### src/rtl/fpu_pkg.sv
// -----------------------------------------------------------------------------
// fpu_pkg
//   Types and constants shared by the FPU sequential units.
//   - finv_seq_state_t : finv_seq control FSM states
//   - FINV_SEQ_LATENCY : accept-to-result latency of the divider path, in cycles
//   - FP_QNAN          : canonical quiet NaN
//   - FP_EXP_INF       : biased exponent field of inf/NaN
//   - finv_classify()  : operand class decode (zero/denormal, inf, NaN, power of 2)
// -----------------------------------------------------------------------------
package fpu_pkg;

  typedef enum logic [1:0] {
    ST_IDLE  = 2'd0,
    ST_DIV   = 2'd1,
    ST_ROUND = 2'd2,
    ST_DONE  = 2'd3
  } finv_seq_state_t;

  localparam int          FINV_SEQ_LATENCY = 26;
  localparam logic [31:0] FP_QNAN          = 32'h7FC00000;
  localparam logic [7:0]  FP_EXP_INF       = 8'hFF;

  // Divider runs FINV_SEQ_LATENCY-1 cycles: counter loads this and counts to 0.
  localparam logic [4:0]  DIV_CNT_START    = 5'(FINV_SEQ_LATENCY - 2);

  typedef struct packed {
    logic zero_den; // e == 0
    logic inf;      // e == 255, man == 0
    logic nan;      // e == 255, man != 0
    logic pow2;     // normal with man == 0 (exact result)
  } finv_class_t;

  function automatic finv_class_t finv_classify(input logic [31:0] op);
    finv_class_t c;
    c.zero_den = (op[30:23] == 8'd0);
    c.inf      = (op[30:23] == FP_EXP_INF) && (op[22:0] == 23'd0);
    c.nan      = (op[30:23] == FP_EXP_INF) && (op[22:0] != 23'd0);
    c.pow2     = (op[30:23] != 8'd0) && (op[30:23] != FP_EXP_INF) &&
                 (op[22:0] == 23'd0);
    return c;
  endfunction

endpackage

### src/rtl/finv_rne_pack.sv
// -----------------------------------------------------------------------------
// finv_rne_pack
//   Combinational round-to-nearest-even and pack for a 24-bit quotient with
//   guard/sticky. Results with a final exponent field <= 0 are flushed to a
//   signed zero and flagged. Exponent overflow cannot occur for the reciprocal
//   and is not handled.
// Ports:
//   i_sign   : result sign
//   i_exp    : biased exponent before rounding (signed, 10 bits)
//   i_q      : quotient, i_q[23] is the hidden one
//   i_guard  : first bit below the quotient LSB
//   i_sticky : OR of all bits below guard
//   o_y      : packed single-precision result
//   o_udf    : result flushed to zero
// -----------------------------------------------------------------------------
module finv_rne_pack
  import fpu_pkg::*;
(
  input  logic              i_sign,
  input  logic signed [9:0] i_exp,
  input  logic [23:0]       i_q,
  input  logic              i_guard,
  input  logic              i_sticky,
  output logic [31:0]       o_y,
  output logic              o_udf
);

  logic              w_inc;
  logic [24:0]       w_sum;
  logic signed [9:0] w_exp;
  logic [22:0]       w_frac;

  assign w_inc  = i_guard & (i_sticky | i_q[0]);
  assign w_sum  = {1'b0, i_q} + {24'd0, w_inc};
  // Carry-out means the mantissa became 2.0: renormalise, bump exponent.
  assign w_exp  = i_exp + $signed({9'd0, w_sum[24]});
  assign w_frac = w_sum[24] ? w_sum[23:1] : w_sum[22:0];

  always_comb begin
    o_udf = (w_exp <= 10'sd0);
    o_y   = {i_sign, w_exp[7:0], w_frac};
    if (o_udf) begin
      o_y = {i_sign, 31'd0};
    end
  end

endmodule

### src/rtl/finv_seq.sv
// -----------------------------------------------------------------------------
// finv_seq
//   Sequential single-precision reciprocal y = 1/x, RNE, using a restoring
//   divider that retires one quotient bit per cycle. Denormal inputs are
//   treated as zero, denormal outputs are flushed to zero.
//
// Handshake: a transfer happens on a rising edge where valid && ready are
//   both high. in_ready is high only in IDLE and decodes the state register
//   only. out_valid is high only in DONE; y/ovf/udf hold steady until the
//   edge where out_ready is seen high, after which the unit returns to IDLE.
//
// Ports:
//   clk, rstn  : clock, asynchronous active-low reset
//   in_valid   : operand x valid          in_ready  : operand accepted in IDLE
//   x          : operand                  y         : result
//   out_valid  : y/ovf/udf valid          out_ready : consumer takes result
//   ovf        : input zero/denormal      udf       : result flushed to zero
//   dbg_state  : current FSM state (observation only)
//
// Build option: FINV_SEQ_FASTPATH_EN -- special and power-of-two operands
//   complete in IDLE -> DONE; otherwise every operand goes through DIV/ROUND.
// -----------------------------------------------------------------------------
module finv_seq
  import fpu_pkg::*;
(
  input  logic            clk,
  input  logic            rstn,
  input  logic            in_valid,
  output logic            in_ready,
  input  logic [31:0]     x,
  output logic            out_valid,
  input  logic            out_ready,
  output logic [31:0]     y,
  output logic            ovf,
  output logic            udf,
  output finv_seq_state_t dbg_state
);

  finv_seq_state_t r_state, w_next;

  logic [31:0] r_x;
  logic [4:0]  r_cnt;
  logic [24:0] r_rem;
  logic [24:0] r_q;
  logic [31:0] r_y;
  logic        r_ovf;
  logic        r_udf;

  logic        w_accept;
  logic        w_div_step;
  logic        w_load_result;

  // Operand being decoded: live input while accepting, captured copy after.
  logic [31:0] w_op;
  finv_class_t w_cls;
  logic        w_is_spec;
  logic [31:0] w_spec_y;
  logic        w_spec_ovf;
  logic        w_spec_udf;

  logic [23:0] w_d;
  logic        w_ge;
  logic [24:0] w_rem_sub;

  logic signed [9:0] w_pack_exp;
  logic [31:0]       w_pack_y;
  logic              w_pack_udf;

  // ---------------------------------------------------------------------------
  // Operand classification and special-case results
  // ---------------------------------------------------------------------------
  assign w_op      = (r_state == ST_IDLE) ? x : r_x;
  assign w_cls     = finv_classify(w_op);
  assign w_is_spec = w_cls.zero_den | w_cls.inf | w_cls.nan | w_cls.pow2;

  always_comb begin
    w_spec_y   = {w_op[31], 31'd0};
    w_spec_ovf = 1'b0;
    w_spec_udf = 1'b0;
    if (w_cls.zero_den) begin
      w_spec_y   = {w_op[31], FP_EXP_INF, 23'd0};
      w_spec_ovf = 1'b1;
    end else if (w_cls.nan) begin
      w_spec_y   = FP_QNAN;
    end else if (w_cls.pow2) begin
      // Exact result, exponent field 254-e; e == 254 lands on 0 and flushes.
      if (w_op[30:23] == 8'd254) begin
        w_spec_udf = 1'b1;
      end else begin
        w_spec_y = {w_op[31], 8'(8'd254 - w_op[30:23]), 23'd0};
      end
    end
    // inf input keeps the default signed zero with udf clear
  end

  // ---------------------------------------------------------------------------
  // Restoring divider: R starts at 2^24 so the first bit is always 1.
  // Special operands run on a harmless dummy divisor; their result is unused.
  // ---------------------------------------------------------------------------
  assign w_d       = w_is_spec ? 24'h800000 : {1'b1, r_x[22:0]};
  assign w_ge      = (r_rem >= {1'b0, w_d});
  assign w_rem_sub = w_ge ? (r_rem - {1'b0, w_d}) : r_rem;

  // 2/Mx is in (1,2), so the exponent field is 253-e before rounding.
  assign w_pack_exp = 10'sd253 - $signed({2'b00, r_x[30:23]});

  finv_rne_pack u_rne_pack (
    .i_sign   (r_x[31]),
    .i_exp    (w_pack_exp),
    .i_q      (r_q[24:1]),
    .i_guard  (r_q[0]),
    .i_sticky (r_rem != 25'd0),
    .o_y      (w_pack_y),
    .o_udf    (w_pack_udf)
  );

  // ---------------------------------------------------------------------------
  // Control FSM
  // ---------------------------------------------------------------------------
  always_ff @(posedge clk or negedge rstn) begin
    if (!rstn) begin
      r_state <= ST_IDLE;
    end else begin
      r_state <= w_next;
    end
  end

  always_comb begin
    w_next        = r_state;
    in_ready      = 1'b0;
    out_valid     = 1'b0;
    w_accept      = 1'b0;
    w_div_step    = 1'b0;
    w_load_result = 1'b0;
    case (r_state)
      ST_IDLE: begin
        in_ready = 1'b1;
        if (in_valid) begin
          w_accept = 1'b1;
`ifdef FINV_SEQ_FASTPATH_EN
          w_next   = w_is_spec ? ST_DONE : ST_DIV;
`else
          w_next   = ST_DIV;
`endif
        end
      end
      ST_DIV: begin
        w_div_step = 1'b1;
        if (r_cnt == 5'd0) begin
          w_next = ST_ROUND;
        end
      end
      ST_ROUND: begin
        w_load_result = 1'b1;
        w_next        = ST_DONE;
      end
      ST_DONE: begin
        out_valid = 1'b1;
        if (out_ready) begin
          w_next = ST_IDLE;
        end
      end
      default: begin
        w_next = ST_IDLE;
      end
    endcase
  end

  // ---------------------------------------------------------------------------
  // Datapath registers
  // ---------------------------------------------------------------------------
  always_ff @(posedge clk or negedge rstn) begin
    if (!rstn) begin
      r_x   <= 32'd0;
      r_cnt <= 5'd0;
      r_rem <= 25'd0;
      r_q   <= 25'd0;
      r_y   <= 32'd0;
      r_ovf <= 1'b0;
      r_udf <= 1'b0;
    end else begin
      if (w_accept) begin
        r_x   <= x;
        r_cnt <= DIV_CNT_START;
        r_rem <= 25'h1000000;
        r_q   <= 25'd0;
`ifdef FINV_SEQ_FASTPATH_EN
        if (w_is_spec) begin
          r_y   <= w_spec_y;
          r_ovf <= w_spec_ovf;
          r_udf <= w_spec_udf;
        end
`endif
      end
      if (w_div_step) begin
        r_q   <= {r_q[23:0], w_ge};
        r_rem <= {w_rem_sub[23:0], 1'b0};
        if (r_cnt != 5'd0) begin
          r_cnt <= r_cnt - 5'd1;
        end
      end
      if (w_load_result) begin
        if (w_is_spec) begin
          r_y   <= w_spec_y;
          r_ovf <= w_spec_ovf;
          r_udf <= w_spec_udf;
        end else begin
          r_y   <= w_pack_y;
          r_ovf <= 1'b0;
          r_udf <= w_pack_udf;
        end
      end
    end
  end

  assign y         = r_y;
  assign ovf       = r_ovf;
  assign udf       = r_udf;
  assign dbg_state = r_state;

endmodule
### config.mk
export PLATFORM = sky130hd
export DESIGN_NAME = finv_seq
export DESIGN_NICKNAME = d
export VERILOG_FILES = /design/src/rtl/fpu_pkg.sv /design/src/rtl/finv_rne_pack.sv /design/src/rtl/finv_seq.sv
export SDC_FILE = /design/constraint.sdc
export NUM_CORES = 1
export LEC_CHECK = 0
export CORE_MARGIN = 2
export CORE_UTILIZATION = 50
export CTS_CLUSTER_SIZE = 12
export DETAILED_ROUTE_END_ITERATION = 8
export DONT_BUFFER_PORTS = 1
export PLACE_DENSITY_LB_ADDON = 0.12
export SKIP_LAST_GASP = 1
export SYNTH_ARGS = -nofsm -noshare
export SYNTH_HDL_FRONTEND = slang
export SYNTH_HIERARCHICAL = 1
export SYNTH_SLANG_ARGS = --single-unit
### constraint.sdc
create_clock -name clk -period 5.3 [get_ports clk]
set_clock_uncertainty 0.2 [all_clocks]
set_input_delay 1.06 -clock clk [delete_from_list [all_inputs] [get_ports clk]]
set_output_delay 1.06 -clock clk [all_outputs]
set_load 0.005 [all_outputs]
=== Word level (Yosys, flattened, before mapping) ===
Index checks and enable logic that the tools add are counted.

* Register bits: 123
* Bits of input ports: 36
* Output and inout bits: 38
* Logic and storage cells: 78

* Add/sub/neg operators: 6
* Magnitude comparators: 2
* Equality and inequality tests: 9
* Multiplexer cells: 34
* Bitwise gates (word level): 5
* Reductions and logical operators: 14

{| class="wikitable"
|+ Operator list
! kind !! number
|-
| $mux 32 || 4
|-
| $mux 25 || 4
|-
| $mux 31 || 3
|-
| $mux 23 || 2
|-
| $add 24x1->25 || 1
|-
| $ge 25x24->1 || 1
|-
| $reduce_bool 25->1 || 1
|-
| $mux 24 || 1
|-
| $sub 24x24->24 || 1
|-
| $logic_not 23->1 || 1
|-
| $reduce_bool 23->1 || 1
|-
| $eq 8x8->1 const B || 2
|-
| $mux 5 || 3
|-
| $mux 1 || 13
|-
| $add 9x2->10 || 1
|-
| $le 10x1->1 const B || 1
|-
| $sub 8x8->9 const A || 1
|-
| $logic_not 8->1 || 1
|-
| $ne 8x8->1 const B || 1
|-
| $pmux 2 s4 || 1
|-
| $reduce_bool 8->1 || 1
|-
| $sub 8x8->8 const A || 1
|-
| $mux 2 || 3
|-
| $ne 2x2->1 const B || 3
|-
| 11 further kinds || 18
|}

=== Logic depth before layout (Yosys ltp) ===
Gate-level depths: netlist of the first run.

* Word-level depth: 11
* Gate-level depth with buffers: 26
* Depth with buffers taken out: 20

=== By module ===
Netlist of the first run, hierarchy kept.

{| class="wikitable"
|+ By module, submodules not included
! module !! times used !! cells each !! area an instance (um^2) !! sequential area each (um^2)
|-
| finv_seq || 1 || 783 || 7084.3 || 3052.9
|-
| finv_rne_pack || 1 || 128 || 884.6 || 0.0
|}

=== Worst setup path before layout of the first run ===
OpenSTA, ideal clock, no wires.

* Path kind: in2reg
* From: input port x[19]
* To: register r_rem[24]
* Setup time: 0.146 ns
* Data arrival time: 4.881 ns
* Required time: 4.954 ns
* Path slack: 0.072 ns
* Cell stages on the path: 18
* Buffers on the path: 4
* Cells stage by stage: nor4_1 -> nand4_1 -> o21ai_0 -> and2_1 -> clkbuf_1 -> nor3_1 -> clkbuf_1 -> buf_1 -> nand2_1 -> ha_1 -> nand2_1 -> nor2_1 -> or4b_2 -> o41a_1 -> buf_6 -> or3_1 -> mux2i_1 -> a311oi_1

* Word-level cells in the longest chain between the ends: 10
* Elaborated cells on any way between the ends: 14
* Classes of those cells: add/sub (1); order compare (1); mux (4); bitwise (3); reduce/logical (5)

{| class="wikitable"
|+ RTL lines
! element !! line !! RTL
|-
| start, declared || finv_seq.sv:30 || <nowiki>input logic [31:0] x,</nowiki>
|-
| $mux 32 (*) || finv_seq.sv:72 || <nowiki>assign w_op = (r_state == ST_IDLE) ? x : r_x;</nowiki>
|-
| $logic_not 23->1 || fpu_pkg.sv:36, fpu_pkg.sv:39 ||
|-
| $logic_and 1x1->1 || fpu_pkg.sv:36 || <nowiki>c.inf = (op[30:23] == FP_EXP_INF) && (op[22:0] == 23'd0);</nowiki>
|-
| $or 1x1->1 (2 in series) || finv_seq.sv:74 || <nowiki>assign w_is_spec = w_cls.zero_den | w_cls.inf | w_cls.nan | w_cls.pow2;</nowiki>
|-
| $or 1x1->1 (*) || finv_seq.sv:74 ||
|-
| $mux 23 (*) || finv_seq.sv:100 || <nowiki>assign w_d = w_is_spec ? 24'h800000 : {1'b1, r_x[22:0]};</nowiki>
|-
| $sub 24x24->24 / $ge 25x24->1 (equally long branches) || finv_seq.sv:102, finv_seq.sv:101 ||
|-
| $mux 24 (*) || finv_seq.sv:102 || <nowiki>assign w_rem_sub = w_ge ? (r_rem - {1'b0, w_d}) : r_rem;</nowiki>
|-
| $mux 25 (*) || finv_seq.sv:195 || <nowiki>if (w_div_step) begin</nowiki>
|-
| end signal, assigned || finv_seq.sv:197 || <nowiki>r_rem <= {w_rem_sub[23:0], 1'b0};</nowiki>
|-
| end, declared || finv_seq.sv:43 || <nowiki>logic [24:0] r_rem;</nowiki>
|}

Every way passes the cells marked *; elsewhere a longest branch is shown, timed or not.
A chain may end at the register's enable or synchronous reset.

=== Worst setup path after layout of the first run ===
* From: register r_state[1], in the netlist dbg_state[1]
* To: register r_rem[21]

* Word-level cells in the longest chain between the ends: 11
* Elaborated cells on any way between the ends: 24
* Classes of those cells: add/sub (1); order compare (1); eq/ne (3); mux (6); bitwise (3); reduce/logical (10)

{| class="wikitable"
|+ RTL lines
! element !! line !! RTL
|-
| start, declared || finv_seq.sv:39 || <nowiki>finv_seq_state_t r_state, w_next;</nowiki>
|-
| start signal, assigned || finv_seq.sv:124 || <nowiki>r_state <= w_next;</nowiki>
|-
| $logic_not 2->1 || finv_seq.sv:72, finv_seq.sv:135 ||
|-
| $mux 32 || finv_seq.sv:72 ||
|-
| $logic_not 23->1 / $eq 8x8->1 (equally long branches) || fpu_pkg.sv:36, fpu_pkg.sv:39, fpu_pkg.sv:37 ||
|-
| $logic_and 1x1->1 || fpu_pkg.sv:36 ||
|-
| $or 1x1->1 (3 in series) || finv_seq.sv:74 ||
|-
| $mux 23 || finv_seq.sv:100 ||
|-
| $sub 24x24->24 / $ge 25x24->1 (equally long branches) || finv_seq.sv:102, finv_seq.sv:101 ||
|-
| $mux 24 || finv_seq.sv:102 ||
|-
| $mux 25 || finv_seq.sv:195 ||
|}

Several ways; a longest one is shown, not always the timed one.

==> impl_metrics.env, run 1 <==
export IMPL_run_status="finished clean"
export IMPL_min_period_ps=4900
export IMPL_min_path_type="input port to async pin"
export IMPL_via_count=6612
export IMPL_cts_sinks=122
export IMPL_dieArea_um2=17000
export IMPL_fill_cells=1416
export IMPL_cp_max_fo=18
export IMPL_ant_nets=0
export IMPL_synth_seq_cells=122
export IMPL_end_kind="flip-flop"
export IMPL_ir_drop_mv=0.341
export IMPL_cp_slowest_stage_delay_ps=380
export IMPL_power_frac_clock_pct=21.1
export IMPL_synth_edf_count=0
export IMPL_r2r_cells=20
export IMPL_r2r_end="r_rem[21]$_DFFE_PN0P_"
export IMPL_arrival_ps=5000
export IMPL_yosys_area_top_type="dfrtp_1"
export IMPL_yosysWarnings=6
export IMPL_cp_cell_sequence="inv_1 > ha_2 > buf_4 > nand3b_1 > a22oi_1 > and4_1 > nor3_4 > buf_4 > nand2_1 > ha_1 > a21o_1 > a21o_1 > a21o_1 > o2111ai_1 > a21oi_1 > o31a_1 > or2_2 > a41oi_1 > mux2i_1 > nand2_1"
export IMPL_ys_async_sr_fraction_pct=100
export IMPL_syn_avg_cell_area_um2=8.75
export IMPL_fin_util_pct=56.2
export IMPL_fp_coreArea_um2=15700
export IMPL_grt_max_degree=123
export IMPL_crit_path_start_kind="flip-flop"
export IMPL_final_hold_violation_count=0
export IMPL_leakagePower_nw=3.75
export IMPL_wirelength_mm=21.2
export IMPL_pwr_share_comb_pct=50.5
export IMPL_yosysSeqAreaShare_pct=38.3
export IMPL_drive_gt1_share_pct=14.2
export IMPL_r2r_start="dbg_state[1]$_DFFE_PN0P_"
export IMPL_drc=0
export IMPL_synth_cell_type_count=76
export IMPL_required_ps=5400
export IMPL_hpwl_mm=15.8
export IMPL_worstMarginPinSlew_ps=940
export IMPL_clk_pin_slew_ps=60
export IMPL_grt_overflow_total=0
export IMPL_diodes=0
export IMPL_post_cts_buffers=0
export IMPL_h_tree_depth=4
export IMPL_synthMostInstantiatedCell="nand2_1"
export IMPL_setup_viol=0
export IMPL_intPower_w=0.00329
export IMPL_final_setup_tns_ps=0
export IMPL_synthesis_area_um2=7970
export IMPL_rsz0062_at_grt="false"
export IMPL_drv_cap=0
export IMPL_post_drt_wl_per_cell_um=18.7
export IMPL_gr_usage_met3_pct=5.00
export IMPL_grtUsageMet1_pct=33.9
export IMPL_cts_tree="built"
export IMPL_synth_area_leaders="dfrtp_1 38%, nand2_1 6.2%, ha_1 5.3%"
export IMPL_cpLargestDelayFamily="compound AO/OA/AOI/OAI gates"
export IMPL_yosys_area_top_type_share_pct=38.3
export IMPL_clock_latency_ps=410
export IMPL_dr_pass1_iters=5
export IMPL_finalMaxSlewViolations=0
export IMPL_nNetsFinal=973
export IMPL_grt_pass1_vias=6482
export IMPL_grt_pass1_wl_mm=34.3
export IMPL_synthCells=911
export IMPL_port_buffers=0
export IMPL_ioPinCount=74
export IMPL_syn2layout_area_growth_pct=10.8
export IMPL_initial_utilization_pct=50.7
export IMPL_switchingPower_w=0.00257
export IMPL_postCtsResizedCells=0
export IMPL_crit_top_cell="a21o_1"
export IMPL_power_density_nw_per_um2=664
export IMPL_ctsHoldBuffers=0
export IMPL_syn_num_nets=982
export IMPL_p_seq_share_pct=28.4
export IMPL_fin_crit_sh_pct=92.4
export IMPL_p_sw_share_pct=43.9
export IMPL_r2r_setup_slack_ps=400
export IMPL_critPathBufInv=3
export IMPL_path_class="flip-flop to flip-flop"
export IMPL_rows=46
export IMPL_synth_ff_type="dfrtp_1"
export IMPL_timing_slew_headroom_pct=37.3
export IMPL_initialDrtViolationCount=510
export IMPL_ys_top_cells_by_count="132 x nand2_1, 122 x dfrtp_1, 83 x o21ai_0"
export IMPL_grt_use_total_pct=26.1
export IMPL_die_w_um=130
export IMPL_fmax_mhz=204
export IMPL_die_y_um=130
export IMPL_busiest_layer="met2"
export IMPL_cts_buffers=17
export IMPL_crit_path_top_delay_cell="dfrtp_1"
export IMPL_cts_root_buf="clkbuf_16"
export IMPL_antenna_found_initial=0
export IMPL_grt_use_met2_pct=43.6
export IMPL_gp_congestion=0.920
export IMPL_clockBufferDepth=2
export IMPL_vias_per_cell=5.85
==> worst max path at each step <==
stage	cells after the start	from	to
after detailed placement	17	x[4]	r_rem[24]$_DFFE_PN0P_
final	20	dbg_state[1]$_DFFE_PN0P_	r_rem[21]$_DFFE_PN0P_
after floorplan	18	x[19]	r_rem[24]$_DFFE_PN0P_
after global routing	20	dbg_state[1]$_DFFE_PN0P_	r_rem[24]$_DFFE_PN0P_
after global placement	19	x[9]	r_rem[3]$_DFFE_PN0P_
after CTS	19	dbg_state[1]$_DFFE_PN0P_	r_rem[24]$_DFFE_PN0P_
==> registers in the layout, indices dropped and copies added (netlist names) <==
| signal | cells |
|---|---|
| udf | 1 |
| r_rem | 24 |
| dbg_state | 2 |
| ovf | 1 |
| r_x | 32 |
| r_q | 25 |
| r_cnt | 5 |
| y | 32 |
==> cell families (layout without fill, tap and decap cells) <==
group | after synthesis | count (layout) | synth area share, %
XOR/XNOR | 54 | 54 | 5.93
AND/OR/NAND/NOR | 340 | 340 | 21.0
flip-flops | 122 | 122 | 38.3
adder cells (fa/ha/maj) | 35 | 35 | 5.59
multiplexers | 44 | 44 | 6.08
AO/OA/AOI/OAI | 225 | 225 | 18.1
buffers and inverters | 91 | 95 | 4.98
==> placed cells by master, fill, tap and decap left out, types with 10 or more instances in the layout <==
| cell | n |
|---|---|
| inv_1 | 44 |
| a21oi_1 | 53 |
| nor2_1 | 44 |
| a21oi_2 | 10 |
| clkbuf_16 | 17 |
| nor3_1 | 25 |
| nand2_1 | 131 |
| nor4_1 | 16 |
| mux2_2 | 35 |
| nand4_1 | 14 |
| dfrtp_1 | 122 |
| a21o_1 | 15 |
| nand3_1 | 52 |
| xor2_1 | 30 |
| buf_4 | 19 |
| o21a_1 | 11 |
| ha_1 | 30 |
| o21ai_0 | 83 |
| xnor2_1 | 24 |
==> metal layers <==
metal / up-vias / wire (um)
li1: 3217 / -
met1: 3160 / 9430
met2: 196 / 10300
met3: 39 / 991
met4: 0 / 498
met5: - / 0
==> metrics by stage <==
| step | setup WS, ps | power [W] | hold slack, ps | std cells | instance area (um^2) |
|---|---|---|---|---|---|
| floorplan | 72.2 | 0.00384 | 270 | 911 | 7970 |
| CTS | 165 | 0.00583 | 125 | 1131 | 8810 |
| finish | 404 | 0.00586 | 141 | 1131 | 8830 |
| global route | 41.4 | 0.00633 | 117 | 1131 | 8830 |
| detailed placement | 177 | 0.00458 | 302 | 1099 | 8170 |
| global placement | 326 | 0.00452 | 291 | 1099 | 8170 |
==> worst reg2reg max path, cell delays in order, from the launching register on <==
cell	delay (ps)
dfrtp_1	380
inv_1	130
ha_2	340
buf_4	230
nand3b_1	160
a22oi_1	110
and4_1	230
nor3_4	230
buf_4	280
nand2_1	80
ha_1	210
a21o_1	160
a21o_1	220
a21o_1	180
o2111ai_1	300
a21oi_1	150
o31a_1	340
or2_2	300
a41oi_1	260
mux2i_1	210
nand2_1	60
==> final cells by class <==
| class | count | area [um^2] | share of cell area [%] |
|---|---|---|---|
| Clock buffer | 18 | 439 | 4.98 |
| Clock inverter | 14 | 196 | 2.23 |
| Inverter | 44 | 165 | 1.87 |
| Multi-Input combinational cell | 698 | 4560 | 51.7 |
| Sequential cell | 122 | 3050 | 34.6 |
| Tap cell | 216 | 270 | 3.06 |
| Timing Repair Buffer | 19 | 143 | 1.62 |
==> power groups by stage <==
stage          sequential, W  clock [W]  combinational [W]
4_1_cts              0.00166    0.00125            0.00292
6_report             0.00167    0.00123            0.00296
3_5_place_dp         0.00167          0            0.00291
5_1_grt              0.00171    0.00130            0.00332
2_1_floorplan        0.00150          0            0.00234
3_3_place_gp         0.00166          0            0.00286
No activity file was read; power rests on OpenSTA's default activity.
==> run 2, diff against run 1 <==
--- a/config.mk
+++ b/config.mk
@@ -7,11 +7,13 @@
 export LEC_CHECK = 0
 export CORE_MARGIN = 2
 export CORE_UTILIZATION = 50
+export CTS_CLUSTER_DIAMETER = 30
 export CTS_CLUSTER_SIZE = 12
 export DETAILED_ROUTE_END_ITERATION = 8
 export DONT_BUFFER_PORTS = 1
 export PLACE_DENSITY_LB_ADDON = 0.12
 export SKIP_LAST_GASP = 1
+export SLEW_MARGIN = 20
 export SYNTH_ARGS = -nofsm -noshare
 export SYNTH_HDL_FRONTEND = slang
 export SYNTH_HIERARCHICAL = 1
==> results of run 2 <==
Final layout, timing and power as in run 1 (identical DEF).
==> run 3, diff against run 2 <==
--- a/config.mk
+++ b/config.mk
@@ -12,6 +12,7 @@
 export DETAILED_ROUTE_END_ITERATION = 8
 export DONT_BUFFER_PORTS = 1
 export PLACE_DENSITY_LB_ADDON = 0.12
+export REMOVE_ABC_BUFFERS = 1
 export SKIP_LAST_GASP = 1
 export SLEW_MARGIN = 20
 export SYNTH_ARGS = -nofsm -noshare
==> impl_metrics.env, run 3 (synthesized netlist as in run 1, its figures left out) <==
export IMPL_antenna_found_initial=0
export IMPL_nNetsFinal=1003
export IMPL_finalMaxSlewViolations=0
export IMPL_dr_pass1_iters=5
export IMPL_via_count=6777
export IMPL_clockBufferDepth=2
export IMPL_power_density_nw_per_um2=655
export IMPL_initialDrtViolationCount=419
export IMPL_diodes=0
export IMPL_drv_cap=0
export IMPL_ir_drop_mv=0.335
export IMPL_gp_congestion=0.951
export IMPL_required_ps=5410
export IMPL_rsz0062_at_grt="false"
export IMPL_clock_latency_ps=420
export IMPL_worstMarginPinSlew_ps=1040
export IMPL_final_cell_mix="131 x nand2_1, 122 x dfrtp_1, 83 x o21ai_0"
export IMPL_cts_root_buf="clkbuf_16"
export IMPL_rows=46
export IMPL_power_w=0.00589
export IMPL_syn2layout_area_growth_pct=12.7
export IMPL_setup_viol=0
export IMPL_h_tree_depth=4
export IMPL_min_path_type="input port to async pin"
export IMPL_grt_use_total_pct=24.8
export IMPL_cp_max_fo=17
export IMPL_post_drt_wl_per_cell_um=17.5
export IMPL_final_hold_violation_count=0
export IMPL_fp_coreArea_um2=15700
export IMPL_leakagePower_nw=3.88
export IMPL_final_setup_tns_ps=0
export IMPL_grt_pass1_wl_mm=33.2
export IMPL_post_cts_buffers=0
export IMPL_register_area_um2=3050
export IMPL_cts_tree="built"
export IMPL_multi_input_area_um2=4560
export IMPL_vias_per_cell=5.84
export IMPL_fill_cells=1414
export IMPL_run_status="finished clean"
export IMPL_path_class="flip-flop to flip-flop"
export IMPL_cts_sinks=122
export IMPL_drive_gt1_share_pct=16.6
export IMPL_die_w_um=130
export IMPL_port_buffers=0
export IMPL_clk_pin_slew_ps=60
export IMPL_timing_slew_headroom_pct=30.7
export IMPL_initial_utilization_pct=50.7
export IMPL_grt_max_degree=123
export IMPL_fin_util_pct=57.2
export IMPL_fmax_mhz=202
export IMPL_ioPinCount=74
export IMPL_min_period_ps=4960
export IMPL_die_y_um=130
export IMPL_drc=0
export IMPL_grt_pass1_vias=6679
export IMPL_worst_slack_ps=341
export IMPL_ant_nets=0
export IMPL_fin_crit_sh_pct=93.6
export IMPL_arrival_ps=5060
export IMPL_dp_slack_ps=0.643
export IMPL_end_kind="flip-flop"
export IMPL_hpwl_mm=14.4
export IMPL_dieArea_um2=17000
export IMPL_crit_path_start_kind="flip-flop"
export IMPL_wirelength_mm=20.3
export IMPL_final_common_cell="nand2_1"
export IMPL_grt_overflow_total=0
export IMPL_cts_buffers=17
run 3: cell types whose count changed in the layout (fill, tap and decap cells not counted), sizes merged:
cell / before / now
clkbuf: 18 / 21
clkinvlp: 6 / 2
buf: 19 / 49
bufinv: 4 / 1
inv: 45 / 44
clkinv: 3 / 7
run 3: area by class of cell:
type	count	share of cell area, %
well taps	216	3.01
flip-flops and latches	122	34.0
multi-input cells	698	50.8
inverters	44	1.84
repair buffers	49	4.09
clock inverters	10	1.06
clock buffers	21	5.24
run 3: metal layers:
layer | part of all wire, % | global-route usage [%] | vias up | wire (um)
met5 | 0 | 0 | - | 0
met2 | 48 | 41.2 | 172 | 9750
met1 | 45 | 32.0 | 3294 | 9110
met4 | 2.4 | 9.55 | 0 | 480
li1 | - | - | 3274 | -
met3 | 4.7 | 5.04 | 37 | 963
run 3: path summary, 6_finish.rpt:
check | endpoint | from | slack, ps | cells after the start
worst max register to register | r_rem[21]$_DFFE_PN0P_ | dbg_state[1]$_DFFE_PN0P_ | 340 | 20
max in group asynchronous | r_x[30]$_DFFE_PN0P_ | rstn | 4600 | 0
min in group clk | r_q[1]$_DFFE_PN0P_ | r_q[0]$_DFFE_PN0P_ | 300 | 2
worst max-delay path | r_rem[21]$_DFFE_PN0P_ | dbg_state[1]$_DFFE_PN0P_ | 340 | 20
worst min register to register | r_q[1]$_DFFE_PN0P_ | r_q[0]$_DFFE_PN0P_ | 300 | 2
worst min-delay path | y[4]$_DFFE_PN0P_ | rstn | 140 | 0
run 3: repair_timing:
item | 4_1_cts | 5_1_grt
setup endpoints to repair | 0 | 25
hold buffers | 0 | 0
gates resized for setup | 0 | 3
run 3: critical path: stages (launching register included):
cell       delay [ps]
dfrtp_1           420
inv_1             140
ha_4              250
nor4_2            350
nand4_1           160
a221oi_2          360
and2_1            220
nor3_2             60
buf_4             210
nand2_1           100
ha_1              270
a21o_1            190
a21o_1            180
a21o_1            160
o2111ai_1         270
a21oi_1           150
o31a_1            320
or2_2             290
a41oi_1           260
mux2i_1           210
nand2_1            60
run 3: report_power, final:
part	internal, W	switching, W
registers	0.00126	0.000379
clock network	0.000678	0.000421
logic	0.00142	0.00173
run 3: through the flow:
stage          std cells  hold WS, ps  cell area [um^2]
6_report            1160          137              8980
3_3_place_gp        1129          288              8400
5_1_grt             1160          114              8980
3_5_place_dp        1129          294              8400
4_1_cts             1160          123              8960
2_1_floorplan        864          270              7740
